===== src/rtl/opb_arb_pkg.sv =====
// Shared types and helpers for the OPB software-register arbiter and its decoder.
package opb_arb_pkg;

  localparam int OPB_AW = 32;
  localparam int OPB_DW = 32;
  localparam int OPB_BW = OPB_DW / 8;

  typedef enum logic [2:0] {
    IDLE,
    FWD,
    ACK,
    ERR,
    RTY,
    RECOVER
  } state_t;

  function automatic int clog2(input int value);
    int r;
    r = 0;
    while ((1 << r) < value) begin
      r = r + 1;
    end
    return r;
  endfunction

endpackage


===== src/rtl/opb_swreg_arbiter_if.sv =====
// OPB slave attachment plus the fan-out bundle to the downstream software-register slaves.
interface opb_swreg_arbiter_if #(
  parameter int N_SLAVES = 4
);
  import opb_arb_pkg::*;

  logic [0:OPB_AW-1]          OPB_ABus;
  logic [0:OPB_BW-1]          OPB_BE;
  logic [0:OPB_DW-1]          OPB_DBus;
  logic                       OPB_RNW;
  logic                       OPB_select;
  logic                       OPB_seqAddr;

  logic [0:OPB_DW-1]          Sl_DBus;
  logic                       Sl_xferAck;
  logic                       Sl_errAck;
  logic                       Sl_retry;
  logic                       Sl_toutSup;

  logic [N_SLAVES-1:0]        sub_select;
  logic [0:OPB_AW-1]          sub_ABus;
  logic [0:OPB_DW-1]          sub_DBus;
  logic [0:OPB_BW-1]          sub_BE;
  logic                       sub_RNW;
  logic [N_SLAVES-1:0]        sub_xferAck;
  logic [N_SLAVES-1:0]        sub_retry;
  logic [OPB_DW*N_SLAVES-1:0] sub_rdata;

  // Arbiter side: answers the OPB and drives the slaves.
  modport slave (
    input  OPB_ABus, OPB_BE, OPB_DBus, OPB_RNW, OPB_select, OPB_seqAddr,
    input  sub_xferAck, sub_retry, sub_rdata,
    output Sl_DBus, Sl_xferAck, Sl_errAck, Sl_retry, Sl_toutSup,
    output sub_select, sub_ABus, sub_DBus, sub_BE, sub_RNW
  );

  // Bus/slave side: issues requests and returns slave responses.
  modport master (
    output OPB_ABus, OPB_BE, OPB_DBus, OPB_RNW, OPB_select, OPB_seqAddr,
    output sub_xferAck, sub_retry, sub_rdata,
    input  Sl_DBus, Sl_xferAck, Sl_errAck, Sl_retry, Sl_toutSup,
    input  sub_select, sub_ABus, sub_DBus, sub_BE, sub_RNW
  );

endinterface


===== src/rtl/opb_swreg_decode.sv =====
// Combinational window decoder: 16 windows of 2**SLAVE_SPAN_LOG2 bytes above C_BASEADDR.
module opb_swreg_decode
  import opb_arb_pkg::*;
#(
  parameter logic [OPB_AW-1:0] C_BASEADDR      = 32'h0101_4000,
  parameter int                SLAVE_SPAN_LOG2 = 8,
  parameter int                N_SLAVES        = 4
) (
  input  logic [0:OPB_AW-1] OPB_ABus,
  input  logic              OPB_select,
  output logic              hit,
  output logic [3:0]        idx,
  output logic              idx_valid
);

  localparam int TAG_LSB = SLAVE_SPAN_LOG2 + 4;

  logic [OPB_AW-1:0] addr;
  logic              unused_addr;

  // Big-endian bus bit 0 is the address MSB; positional assignment keeps the numeric value.
  assign addr        = OPB_ABus;
  assign hit         = OPB_select & (addr[OPB_AW-1:TAG_LSB] == C_BASEADDR[OPB_AW-1:TAG_LSB]);
  assign idx         = addr[TAG_LSB-1:SLAVE_SPAN_LOG2];
  assign idx_valid   = ({1'b0, idx} < 5'(N_SLAVES));
  assign unused_addr = ^addr[SLAVE_SPAN_LOG2-1:0];

endmodule


===== src/rtl/opb_swreg_arbiter.sv =====
// Shares one OPB slave attachment between N_SLAVES software-register slaves,
// with its own ack timeout and a single registered response per transfer.
//
// state   | meaning
// --------+---------------------------------------------------------------
// IDLE    | waiting for a select that hits the window
// FWD     | request forwarded to one slave, timeout counter running
// ACK     | one-cycle Sl_xferAck, read data on Sl_DBus
// ERR     | one-cycle Sl_errAck + Sl_xferAck (bad index or timeout)
// RTY     | one-cycle Sl_retry
// RECOVER | one dead cycle so the master can drop select
module opb_swreg_arbiter
  import opb_arb_pkg::*;
#(
  parameter logic [OPB_AW-1:0] C_BASEADDR      = 32'h0101_4000,
  parameter int                SLAVE_SPAN_LOG2 = 8,
  parameter int                N_SLAVES        = 4,
  parameter int                TIMEOUT_CYC     = 12
) (
  input  logic                OPB_Clk,
  input  logic                OPB_Rst,
  opb_swreg_arbiter_if.slave  bus
);

  localparam int CNT_W = clog2(TIMEOUT_CYC + 1);

  state_t              state, state_n;
  logic [CNT_W-1:0]    cnt, cnt_n;
  logic                capture;

  logic                hit;
  logic [3:0]          dec_idx;
  logic                idx_valid;

  logic [3:0]          idx_q;
  logic                rnw_q;
  logic [3:0]          fwd_idx;

  logic                ack_sel;
  logic                rty_sel;
  logic [OPB_DW-1:0]   rdata_sel;
  logic [N_SLAVES-1:0] sel_n;
  logic                unused_hint;

  assign unused_hint = bus.OPB_seqAddr;

  opb_swreg_decode #(
    .C_BASEADDR      (C_BASEADDR),
    .SLAVE_SPAN_LOG2 (SLAVE_SPAN_LOG2),
    .N_SLAVES        (N_SLAVES)
  ) u_decode (
    .OPB_ABus   (bus.OPB_ABus),
    .OPB_select (bus.OPB_select),
    .hit        (hit),
    .idx        (dec_idx),
    .idx_valid  (idx_valid)
  );

  // Only the captured slave's responses are visible; everyone else is ignored.
  always_comb begin
    ack_sel   = 1'b0;
    rty_sel   = 1'b0;
    rdata_sel = '0;
    for (int k = 0; k < N_SLAVES; k++) begin
      if (idx_q == 4'(k)) begin
        ack_sel   = bus.sub_xferAck[k];
        rty_sel   = bus.sub_retry[k];
        rdata_sel = bus.sub_rdata[OPB_DW*k +: OPB_DW];
      end
    end
  end

  always_comb begin
    state_n = state;
    cnt_n   = cnt;
    capture = 1'b0;
    case (state)
      IDLE: begin
        if (hit) begin
          if (idx_valid) begin
            state_n = FWD;
            cnt_n   = '0;
            capture = 1'b1;
          end else begin
            state_n = ERR;
          end
        end
      end
      FWD: begin
        cnt_n = cnt + 1'b1;
        if (!bus.OPB_select) begin
          state_n = IDLE;
        end else if (ack_sel) begin
          state_n = ACK;
        end else if (rty_sel) begin
          state_n = RTY;
        end else if (cnt == CNT_W'(TIMEOUT_CYC - 1)) begin
          state_n = ERR;
        end
      end
      ACK, ERR, RTY: state_n = RECOVER;
      RECOVER:       state_n = IDLE;
      default:       state_n = IDLE;
    endcase
  end

  always_ff @(posedge OPB_Clk or posedge OPB_Rst) begin
    if (OPB_Rst) begin
      state <= IDLE;
      cnt   <= '0;
    end else begin
      state <= state_n;
      cnt   <= cnt_n;
    end
  end

  // On the capture cycle the index register is still stale, so select from the decoder.
  assign fwd_idx = capture ? dec_idx : idx_q;

  always_comb begin
    sel_n = '0;
    if (state_n == FWD) begin
      for (int k = 0; k < N_SLAVES; k++) begin
        sel_n[k] = (fwd_idx == 4'(k));
      end
    end
  end

  always_ff @(posedge OPB_Clk or posedge OPB_Rst) begin
    if (OPB_Rst) begin
      idx_q          <= '0;
      rnw_q          <= 1'b0;
      bus.sub_ABus   <= '0;
      bus.sub_DBus   <= '0;
      bus.sub_BE     <= '0;
      bus.sub_RNW    <= 1'b0;
      bus.sub_select <= '0;
      bus.Sl_DBus    <= '0;
      bus.Sl_xferAck <= 1'b0;
      bus.Sl_errAck  <= 1'b0;
      bus.Sl_retry   <= 1'b0;
      bus.Sl_toutSup <= 1'b0;
    end else begin
      if (capture) begin
        idx_q        <= dec_idx;
        rnw_q        <= bus.OPB_RNW;
        bus.sub_ABus <= bus.OPB_ABus;
        bus.sub_DBus <= bus.OPB_DBus;
        bus.sub_BE   <= bus.OPB_BE;
        bus.sub_RNW  <= bus.OPB_RNW;
      end
      bus.sub_select <= sel_n;
      bus.Sl_toutSup <= (state_n == FWD);
      bus.Sl_xferAck <= (state_n == ACK) || (state_n == ERR);
      bus.Sl_errAck  <= (state_n == ERR);
      bus.Sl_retry   <= (state_n == RTY);
      bus.Sl_DBus    <= ((state_n == ACK) && rnw_q) ? rdata_sel : '0;
    end
  end

endmodule


===== src/flat_wrapper.sv =====
// flat-port wrapper written by rule: the top's interface ports become plain ports
module opb_swreg_arbiter_flat import opb_arb_pkg::*;
#(
  parameter logic [OPB_AW-1:0] C_BASEADDR      = 32'h0101_4000,
  parameter int                SLAVE_SPAN_LOG2 = 8,
  parameter int                N_SLAVES        = 4,
  parameter int                TIMEOUT_CYC     = 12
)
  (OPB_Clk, OPB_Rst, bus_OPB_ABus, bus_OPB_BE, bus_OPB_DBus, bus_OPB_RNW, bus_OPB_select, bus_OPB_seqAddr, bus_sub_xferAck, bus_sub_retry, bus_sub_rdata, bus_Sl_DBus, bus_Sl_xferAck, bus_Sl_errAck, bus_Sl_retry, bus_Sl_toutSup, bus_sub_select, bus_sub_ABus, bus_sub_DBus, bus_sub_BE, bus_sub_RNW);
  opb_swreg_arbiter_if #(.N_SLAVES(N_SLAVES)) bus_i ();
  input  logic OPB_Clk;
  input  logic OPB_Rst;
  input wire logic [$bits(bus_i.OPB_ABus)-1:0] bus_OPB_ABus;
  input wire logic [$bits(bus_i.OPB_BE)-1:0] bus_OPB_BE;
  input wire logic [$bits(bus_i.OPB_DBus)-1:0] bus_OPB_DBus;
  input wire logic [$bits(bus_i.OPB_RNW)-1:0] bus_OPB_RNW;
  input wire logic [$bits(bus_i.OPB_select)-1:0] bus_OPB_select;
  input wire logic [$bits(bus_i.OPB_seqAddr)-1:0] bus_OPB_seqAddr;
  input wire logic [$bits(bus_i.sub_xferAck)-1:0] bus_sub_xferAck;
  input wire logic [$bits(bus_i.sub_retry)-1:0] bus_sub_retry;
  input wire logic [$bits(bus_i.sub_rdata)-1:0] bus_sub_rdata;
  output wire logic [$bits(bus_i.Sl_DBus)-1:0] bus_Sl_DBus;
  output wire logic [$bits(bus_i.Sl_xferAck)-1:0] bus_Sl_xferAck;
  output wire logic [$bits(bus_i.Sl_errAck)-1:0] bus_Sl_errAck;
  output wire logic [$bits(bus_i.Sl_retry)-1:0] bus_Sl_retry;
  output wire logic [$bits(bus_i.Sl_toutSup)-1:0] bus_Sl_toutSup;
  output wire logic [$bits(bus_i.sub_select)-1:0] bus_sub_select;
  output wire logic [$bits(bus_i.sub_ABus)-1:0] bus_sub_ABus;
  output wire logic [$bits(bus_i.sub_DBus)-1:0] bus_sub_DBus;
  output wire logic [$bits(bus_i.sub_BE)-1:0] bus_sub_BE;
  output wire logic [$bits(bus_i.sub_RNW)-1:0] bus_sub_RNW;
  assign bus_i.OPB_ABus = bus_OPB_ABus;
  assign bus_i.OPB_BE = bus_OPB_BE;
  assign bus_i.OPB_DBus = bus_OPB_DBus;
  assign bus_i.OPB_RNW = bus_OPB_RNW;
  assign bus_i.OPB_select = bus_OPB_select;
  assign bus_i.OPB_seqAddr = bus_OPB_seqAddr;
  assign bus_i.sub_xferAck = bus_sub_xferAck;
  assign bus_i.sub_retry = bus_sub_retry;
  assign bus_i.sub_rdata = bus_sub_rdata;
  assign bus_Sl_DBus = bus_i.Sl_DBus;
  assign bus_Sl_xferAck = bus_i.Sl_xferAck;
  assign bus_Sl_errAck = bus_i.Sl_errAck;
  assign bus_Sl_retry = bus_i.Sl_retry;
  assign bus_Sl_toutSup = bus_i.Sl_toutSup;
  assign bus_sub_select = bus_i.sub_select;
  assign bus_sub_ABus = bus_i.sub_ABus;
  assign bus_sub_DBus = bus_i.sub_DBus;
  assign bus_sub_BE = bus_i.sub_BE;
  assign bus_sub_RNW = bus_i.sub_RNW;
  opb_swreg_arbiter #(.C_BASEADDR(C_BASEADDR), .SLAVE_SPAN_LOG2(SLAVE_SPAN_LOG2), .N_SLAVES(N_SLAVES), .TIMEOUT_CYC(TIMEOUT_CYC)) u_core (.OPB_Clk(OPB_Clk), .OPB_Rst(OPB_Rst), .bus(bus_i));
endmodule

===== config.mk =====
export PLATFORM = sky130hd
export DESIGN_NAME = opb_swreg_arbiter_flat
export DESIGN_NICKNAME = d
export VERILOG_FILES = /design/src/rtl/opb_arb_pkg.sv /design/src/rtl/opb_swreg_arbiter_if.sv /design/src/rtl/opb_swreg_decode.sv /design/src/rtl/opb_swreg_arbiter.sv /design/src/flat_wrapper.sv
export SDC_FILE = /design/constraint.sdc
export NUM_CORES = 1
export LEC_CHECK = 0
export ABC_AREA = 1
export BUFFER_PORTS_ARGS = -buffer_cell sky130_fd_sc_hd__buf_2
export CORE_MARGIN = 10
export CORE_UTILIZATION = 40
export DETAILED_ROUTE_END_ITERATION = 7
export GPL_ROUTABILITY_DRIVEN = 0
export PLACE_DENSITY = 0.74
export SLEW_MARGIN = 20
export SYNTH_ARGS = -nofsm -noshare
export SYNTH_HDL_FRONTEND = slang
export SYNTH_SLANG_ARGS = --single-unit

===== constraint.sdc =====
create_clock -name OPB_Clk -period 4.6 [get_ports OPB_Clk]
set_clock_uncertainty 0.05 [all_clocks]
set_input_delay 0.92 -clock OPB_Clk [delete_from_list [all_inputs] [get_ports OPB_Clk]]
set_output_delay 0.92 -clock OPB_Clk [all_outputs]
set_load 0.005 [all_outputs]

Yosys cells after proc, flatten, opt, wreduce, memory -nomap -nowiden
Cells that the tools add are included. W data, S select, Z words.

Latch bits: 0. Output and inout port bits: 109. Input port bits: 209. Register bits after elaboration: 120. Logic and storage cells: 70. Bits in read-only memories: 0. Memories: 0. Bits in writable memories: 0.

Multiply operators: 0. Divide/modulo/power cells: 0. Reductions and logical operators: 8. Shifts and indexed selects: 0. Mux-type cells: 28. Bitwise operators: 1. Add/subtract/negate cells: 1. Equal/unequal tests: 18. Magnitude comparators: 1.

Operator list (count): $mux W32 (5); $eq A20 B13 Y1 const B (1); $eq A4 B2 Y1 const B (4); $mux W4 (4); $mux W3 (5); $eq A3 B2 Y1 const B (4); $mux W1 (11); $pmux W3 S3 (1); $eq A4 B1 Y1 const B (2); $logic_not A4 Y1 (2); $pmux W4 S2 (1); $eq A3 B1 Y1 const B (2); $eq A3 B3 Y1 const B (2); $add A4 B1 Y4 const B (1); $eq A4 B4 Y1 const B (1); $lt A4 B3 Y1 const B (1); $ne A2 B1 Y1 const B (2); $logic_not A3 Y1 (1); $reduce_and A3 Y1 (1); $reduce_or A3 Y1 (1); $mux W2 (1); $reduce_bool A2 Y1 (1); $and A1 B1 Y1 (1); $logic_and A1 B1 Y1 (1); $logic_or A1 B1 Y1 (1).

Logic depth before layout (Yosys ltp)
Gate-level depths: netlist of run 1.

Depth after elaboration: 12. Depth in mapped cells: 13. Depth with buffers taken out: 12.

Modules after synthesis
From an unflattened synthesis of run 1, not the netlist that was laid out.

Cell total of the unflattened synthesis: 655. Area total of the unflattened synthesis: 5450.2 sq um.

By module, submodules not included: opb_swreg_arbiter (seq. area each 3002.9 sq um, area each 5335.1 sq um, cells an instance 630, instances 1); opb_swreg_decode (seq. area each 0.0 sq um, area each 115.1 sq um, cells an instance 25, instances 1).

Worst setup path before layout of run 1
OpenSTA, ideal clock, no wires.

Path kind: input to register. Start: in bus_OPB_ABus[20]. End: reg u_core.bus.sub_ABus[10]. Arrival time: 2.023 ns. Buffers on the path: 2. Cell stages on the path: 8. Setup time: 0.120 ns. Setup slack: 2.407 ns. Required time: 4.430 ns. Cells stage by stage: nor2_1 -> nand4_1 -> nor2_1 -> nand3_2 -> inv_2 -> buf_2 -> buf_2 -> nor2_1.

Cells in the longest elaborated chain, start to end: 4.

Ends and longest elaborated chain: from (decl) (line flat_wrapper.sv:13) `input wire logic [$bits(bus_i.OPB_ABus)-1:0] bus_OPB_ABus;`; $eq A20 B13 Y1 (line opb_swreg_decode.sv:23) `assign hit = OPB_select & (addr[OPB_AW-1:TAG_LSB] == C_BASEADDR[OPB_AW-1:TAG_LSB]);`; $and A1 B1 Y1 (line opb_swreg_decode.sv:23); $mux W1 (line opb_swreg_arbiter.sv:79) `if (hit) begin`; $mux W1 (line opb_swreg_arbiter.sv:77) `case (state)`; to (signal assigned) (line opb_swreg_arbiter.sv:147) `bus.sub_ABus <= bus.OPB_ABus;`; to (decl) (line opb_swreg_arbiter_if.sv:34) `output sub_select, sub_ABus, sub_DBus, sub_BE, sub_RNW`.

Every way passes these cells. A chain may end at the register's enable or synchronous reset.

Final worst setup path of run 1
Start: in bus_OPB_ABus[18]. End: reg u_core.bus.sub_DBus[1].

Cells in the longest elaborated chain, start to end: 4.

Ends and longest elaborated chain: $eq A20 B13 Y1 (line opb_swreg_decode.sv:23); $and A1 B1 Y1 (line opb_swreg_decode.sv:23); $mux W1 (line opb_swreg_arbiter.sv:79); $mux W1 (line opb_swreg_arbiter.sv:77); to (signal assigned) (line opb_swreg_arbiter.sv:148) `bus.sub_DBus <= bus.OPB_DBus;`; to (decl) (line opb_swreg_arbiter_if.sv:34).

Every way passes these cells.

==> results of run 1 <==
[kinds of logic (layout without fill, tap and decap cells)]
kind of cell             count (synthesis)  after routing  share of synthesized area
AND/OR/NAND/NOR                        417            417                      0.336
flip-flops                             120            120                      0.553
buffers and inverters                   84            401                     0.0650
AO/OA/AOI/OAI                           42             42                     0.0403
XOR/XNOR                                 2              2                    0.00323
adder cells (fa/ha/maj)                  1              1                    0.00230
[area by class of cell]
| class | instances | area (um^2) |
|---|---|---|
| Clock inverter | 12 | 128 |
| Multi-Input combinational cell | 462 | 2080 |
| Tap cell | 176 | 220 |
| Fill cell | 1282 | 5600 |
| Timing Repair Buffer | 325 | 1650 |
| Sequential cell | 120 | 3000 |
| Clock buffer | 19 | 443 |
| Inverter | 45 | 171 |
[per-layer routing]
layer  part of all wire  global-route usage  wire length, um
met4              0.012              0.0521              236
met1               0.37               0.217             7050
met5                  0                   0                0
met2               0.50               0.330             9400
met3               0.12              0.0979             2290
[registers in the layout (all words and copies together), names as in the netlist]
signal / cells
u_core.bus.Sl_DBus: 32
u_core.bus.sub_ABus: 32
u_core.bus.sub_DBus: 32
u_core.bus.sub_BE: 4
u_core.bus.sub_select: 4
u_core.cnt: 4
u_core.idx_q: 4
u_core.state: 3
u_core.bus.Sl_errAck: 1
u_core.bus.Sl_retry: 1
u_core.bus.Sl_toutSup: 1
u_core.bus.Sl_xferAck: 1
u_core.rnw_q: 1
[cells in the final DEF, fill, tap and decap left out, drive strengths merged]
cell / Yosys / final
a21oi: 2 / 2
a221oi: 1 / 1
buf: 16 / 325
bufinv: 0 / 2
clkbuf: 23 / 19
clkinv: 1 / 6
clkinvlp: 0 / 4
dfrtp: 120 / 120
ha: 1 / 1
inv: 44 / 45
nand2: 204 / 204
nand3: 80 / 80
nand4: 36 / 36
nor2: 91 / 91
nor3: 2 / 2
o21ai: 38 / 38
o22ai: 1 / 1
or2: 4 / 4
xnor2: 1 / 1
xor2: 1 / 1
[path summary, 6_finish.rpt]
kind / to / slack (ns)
max in group asynchronous: u_core.rnw_q / 2.91
setup / recovery: u_core.bus.sub_DBus[1] / 1.80
min in group asynchronous: u_core.bus.sub_DBus[25] / 0.56
hold reg to reg: u_core.bus.sub_ABus[17] / 0.41
setup reg to reg: u_core.bus.Sl_DBus[9] / 1.95
hold / removal: u_core.bus.sub_ABus[17] / 0.41
[power by group]
part	internal, mW	total (mW)	switching (mW)
sequential	1.06	1.06	0.0000703
clock	0.805	1.27	0.466
combinational	0.0644	0.115	0.0504
total	1.93	2.44	0.516
[critical path, delay by kind of cell]
kind | cells | cell delay [ns]
simple gates | 6 | 0.75
buf+inv | 4 | 1.36
==> impl_metrics.yaml, run 1 <==
floorplan:
  initial_utilization: 0.408
  boundaryPins: 318
  dieHeight_um: 137
  core_mm2: 0.0133
  dieArea_mm2: 0.0186
  die_w_um: 137
  rows: 42
logic_synthesis:
  synth_cell_type_count: 27
  synth_warnings: 0
  ys_seq_elements: 120
  yosysMostFrequentCell: "nand2_1"
  synth_top_cell_area_share: 0.553
  syn_inst: 666
  async_reset_ff_frac: 1.00
  synth-edff-count: 0
  synth_area_mm2: 0.00543
  avgSynthCellArea_um2: 8.15
  synth_top_cell_by_area: "dfrtp_1"
  synth_common_cells: "204 x nand2_1, 120 x dfrtp_1, 78 x nand3_1"
  synthFlopType: "dfrtp_1"
  synth.area.top_cells: "dfrtp_1 55%, nand2_1 14%, nand3_1 7.2%, nor2_1 5.3%, nand4_1 4.1%"
  syn-num-nets: 876
  ys_seq_area_frac: 0.553
worst_setup_path:
  crit_chain: "buf_2 -> nor2_1 -> nand4_1 -> nor2_1 -> nand3_2 -> buf_4 -> inv_2 -> buf_4 -> nand2_1 -> nand2_1"
  critPathMaxFanout: 55
  crit_path_top_delay_cell: "inv_2"
  crit_arrival_ns: 3.09
  timing.critical_path.from: "bus_OPB_ABus[18]"
  cp-start-kind: "input pin"
  cpPeakStageDelay_ns: 0.64
  reg2reg_from: "u_core.idx_q[1]"
  r2r_cells: 10
  worstPathRequired_ns: 4.89
  critical_path_class: "in -> reg"
  end_kind: "flop"
cts:
  root_buffer: "clkbuf_16"
  numClockSinks: 120
  cts.clk_slew.worst_paths_ns: 0.05
  clk-insertion-delay-late_ns: 0.41
  clockBufferDepth: 2
  cts_setup_buffers: 0
  cts_tree: "done"
  cts_resized: 0
  cts_hold_buffers: 0
  cts_made_buffers: 17
  cts_max_level: 4
finish:
  n_antenna_cell: 0
  final_cell_area_mm2: 0.00770
  final_util: 0.579
  nets: 1181
  drive_gt1_frac: 0.387
  areaGrowthSynthToFinish_pct: 41.7
  final_cell_count_no_fill: 1159
grt:
  grt_pass1_wl_mm: 28.8
  grt_usage: 0.197
  grt_start_max_net_pins: 63
  first_global_vias: 5521
  antenna_found_initial: 0
  grt-ovfl-total: 0
power:
  power_mw: 2.44
  powerDensity_mw_per_mm2: 317
  ir_worst_vdd_v: 0.000192
  leakage_nw: 4.46
timing:
  tns_ns: 0
  finalWorstSetupSlack_ns: 1.80
  hold_viol: 0
  timing.final.crit_share: 0.609
  rsz0062_at_grt: "no"
  hold_slack_ns: 0.414
  period_needed_ns: 2.80
  setup_viol: 0
  worst_slew_pin_slew_ns: 1.04
  finalMaxSlewViolations: 0
  fmax_ghz: 0.357
  slew_headroom: 0.308
placed_design:
  io_buffers: 316
  pre_cts_slack_ns: 1.38
  placed_cells: 1128
  hpwlAfterDp_mm: 14.7
  place_area_mm2: 0.00713
worst_hold_path:
  worstHoldPathType: "reg -> reg"
  hold_path_depth: 1
  hold_path.startpoint: "u_core.bus.sub_ABus[17]"
route:
  antenna_left: 0
  routed_wl_mm: 19.0
  first_iter_violations: 272
  firstDrtPassIters: 6
  wl_per_cell_um: 16.4
  dr_total_vias: 5556
  via_per_inst: 4.79
  drc: 0
outcome:
  status: "finished, final reports clean"
run:
  maxCapViolCount: 0
(Power assumes the default switching activity.)
==> inputs of run 2 (changes only) <==
--- a/config.mk
+++ b/config.mk
@@ -11,7 +11,7 @@
 export CORE_UTILIZATION = 40
 export DETAILED_ROUTE_END_ITERATION = 7
 export GPL_ROUTABILITY_DRIVEN = 0
-export PLACE_DENSITY = 0.74
+export PLACE_DENSITY = 0.77
 export SLEW_MARGIN = 20
 export SYNTH_ARGS = -nofsm -noshare
 export SYNTH_HDL_FRONTEND = slang
==> constraint.sdc (replaced) <==
create_clock -name OPB_Clk -period 2.5 [get_ports OPB_Clk]
set_clock_uncertainty 0.05 [all_clocks]
set_input_delay 0.5 -clock OPB_Clk [delete_from_list [all_inputs] [get_ports OPB_Clk]]
set_output_delay 0.5 -clock OPB_Clk [all_outputs]
set_load 0.005 [all_outputs]
==> run 2 against run 1 <==
  * Cell area increased by 1.3%
  * Die area unchanged
  * Critical path depth unchanged
  * Clock power is 91% higher
  * Sequential power is 83% higher
  * Largest cell class unchanged
==> impl_metrics.yaml, run 2 (synthesis gave the netlist of run 1 again) <==
worst_setup_path:
  crit_arrival_ns: 2.51
  end_kind: "flop"
  worstPathRequired_ns: 2.77
  critPathMaxFanout: 32
  cp-start-kind: "flop"
  critical_path_class: "reg -> reg"
finish:
  final_cell_area_mm2: 0.00779
  nets: 1186
  final_util: 0.586
  reg_top3: "u_core.bus.Sl_DBus x32, u_core.bus.sub_ABus x32, u_core.bus.sub_DBus x32"
  fillers: 1229
  areaGrowthSynthToFinish_pct: 43.5
  mostFrequentLayoutCell: "buf_2"
  drive_gt1_frac: 0.389
  layout_common_cells: "316 x buf_2, 204 x nand2_1, 120 x dfrtp_1"
grt:
  grt.met3_usage: 0.0927
  busiest_layer: "met2"
  use_met2: 0.337
  grt_pass1_wl_mm: 29.2
  grt_usage: 0.200
  antenna_found_initial: 1
  grt_start_max_net_pins: 82
  first_global_vias: 5584
  grt-ovfl-total: 0
  grt_use_met1: 0.215
cts:
  cts_hold_buffers: 1
  clockBufferDepth: 2
  cts_max_level: 4
  cts_setup_buffers: 0
  clk-insertion-delay-late_ns: 0.41
  cts.clk_slew.worst_paths_ns: 0.06
  numClockSinks: 120
  cts_made_buffers: 17
  root_buffer: "clkbuf_16"
  cts_tree: "done"
  cts_resized: 0
timing:
  tns_ns: 0
  finalWorstSetupSlack_ns: 0.263
  slew_headroom: 0.627
  finalMaxSlewViolations: 0
  period_needed_ns: 2.24
  hold_viol: 0
  setup_viol: 0
  worst_slew_pin_slew_ns: 0.560
  fmax_ghz: 0.447
  timing.final.crit_share: 0.895
  rsz0062_at_grt: "no"
power:
  powerDensity_mw_per_mm2: 588
  ir_worst_vdd_v: 0.000348
  leakage_nw: 4.50
placed_design:
  place_area_mm2: 0.00718
  pre_cts_slack_ns: 0.236
  hpwlAfterDp_mm: 15.0
  io_buffers: 316
floorplan:
  die_w_um: 137
  boundaryPins: 318
  rows: 42
  dieArea_mm2: 0.0186
  dieHeight_um: 137
  core_mm2: 0.0133
  initial_utilization: 0.408
route:
  routed_wl_mm: 18.9
  firstDrtPassIters: 6
  wl_per_cell_um: 16.2
  antenna_left: 0
  drc: 0
  dr_total_vias: 5546
  via_per_inst: 4.76
  first_iter_violations: 232
worst_hold_path:
  worstHoldPathType: "in -> reg"
outcome:
  status: "finished, final reports clean"
run:
  maxCapViolCount: 0
-- run 2: changes by cell type in the layout (fill, tap and decap cells not counted), sizes merged --
| cell | previous run | this run |
|---|---|---|
| dlygate4sd3 | 0 | 1 |
| diode | 0 | 1 |
| buf | 325 | 329 |
| clkinv | 6 | 5 |
| clkbuf | 19 | 20 |
| inv | 45 | 46 |
-- run 2: power by group --
group	switching [mW]	leakage [nW]	total (mW)	internal (mW)
logic	0.0917	2.67	0.213	0.122
clock network	0.895	0.285	2.43	1.53
registers	0.000122	1.55	1.94	1.94
total	0.987	4.50	4.59	3.60
-- run 2: worst paths after layout --
path	startpoint	endpoint	slack, ns	cells past startpoint
max	u_core.idx_q[2]	u_core.bus.Sl_DBus[23]	0.26	10
min in group asynchronous	OPB_Rst	u_core.bus.sub_DBus[18]	0.49	3
min reg2reg	u_core.bus.sub_ABus[15]	u_core.bus.sub_ABus[15]	0.41	1
max reg2reg	u_core.idx_q[2]	u_core.bus.Sl_DBus[23]	0.26	10
max in group asynchronous	OPB_Rst	u_core.bus.sub_ABus[2]	1.23	4
min	bus_OPB_BE[2]	u_core.bus.sub_BE[1]	0.23	3
-- run 2: cell type report --
type,count,area [um^2],area share
Antenna cell,1,2.50,0.000321
Clock buffer,20,457,0.0586
Clock inverter,12,143,0.0183
Inverter,45,173,0.0222
Multi-Input combinational cell,462,2080,0.267
Sequential cell,120,3000,0.385
Tap cell,176,220,0.0283
Timing Repair Buffer,330,1710,0.220
-- run 2: layer usage --
metal | up-vias | wire length, um
li1 | 2762 | -
met1 | 2498 | 6820
met2 | 259 | 9310
met3 | 27 | 2490
met4 | 0 | 317
met5 | - | 0
-- run 2: critical path, stage by stage, from the launching register on --
cell     delay [ns]
dfrtp_1        0.40
nor2_4         0.25
buf_4          0.27
nand3_1        0.10
nand2_1        0.07
nor2_1         0.05
nand2_1        0.08
nand2_1        0.08
o21ai_2        0.12
nand3_4        0.39
nor2_2         0.23
-- run 2: through the flow --
step / total power, mW / std cells / hold WS (ns)
after floorplan: 2.02 / 666 / 0.415
after global placement: 2.19 / 1132 / 0.334
after detailed placement: 2.19 / 1132 / 0.351
after CTS: 4.64 / 1165 / 0.213
after global routing: 4.75 / 1166 / 0.220
final: 4.59 / 1166 / 0.227
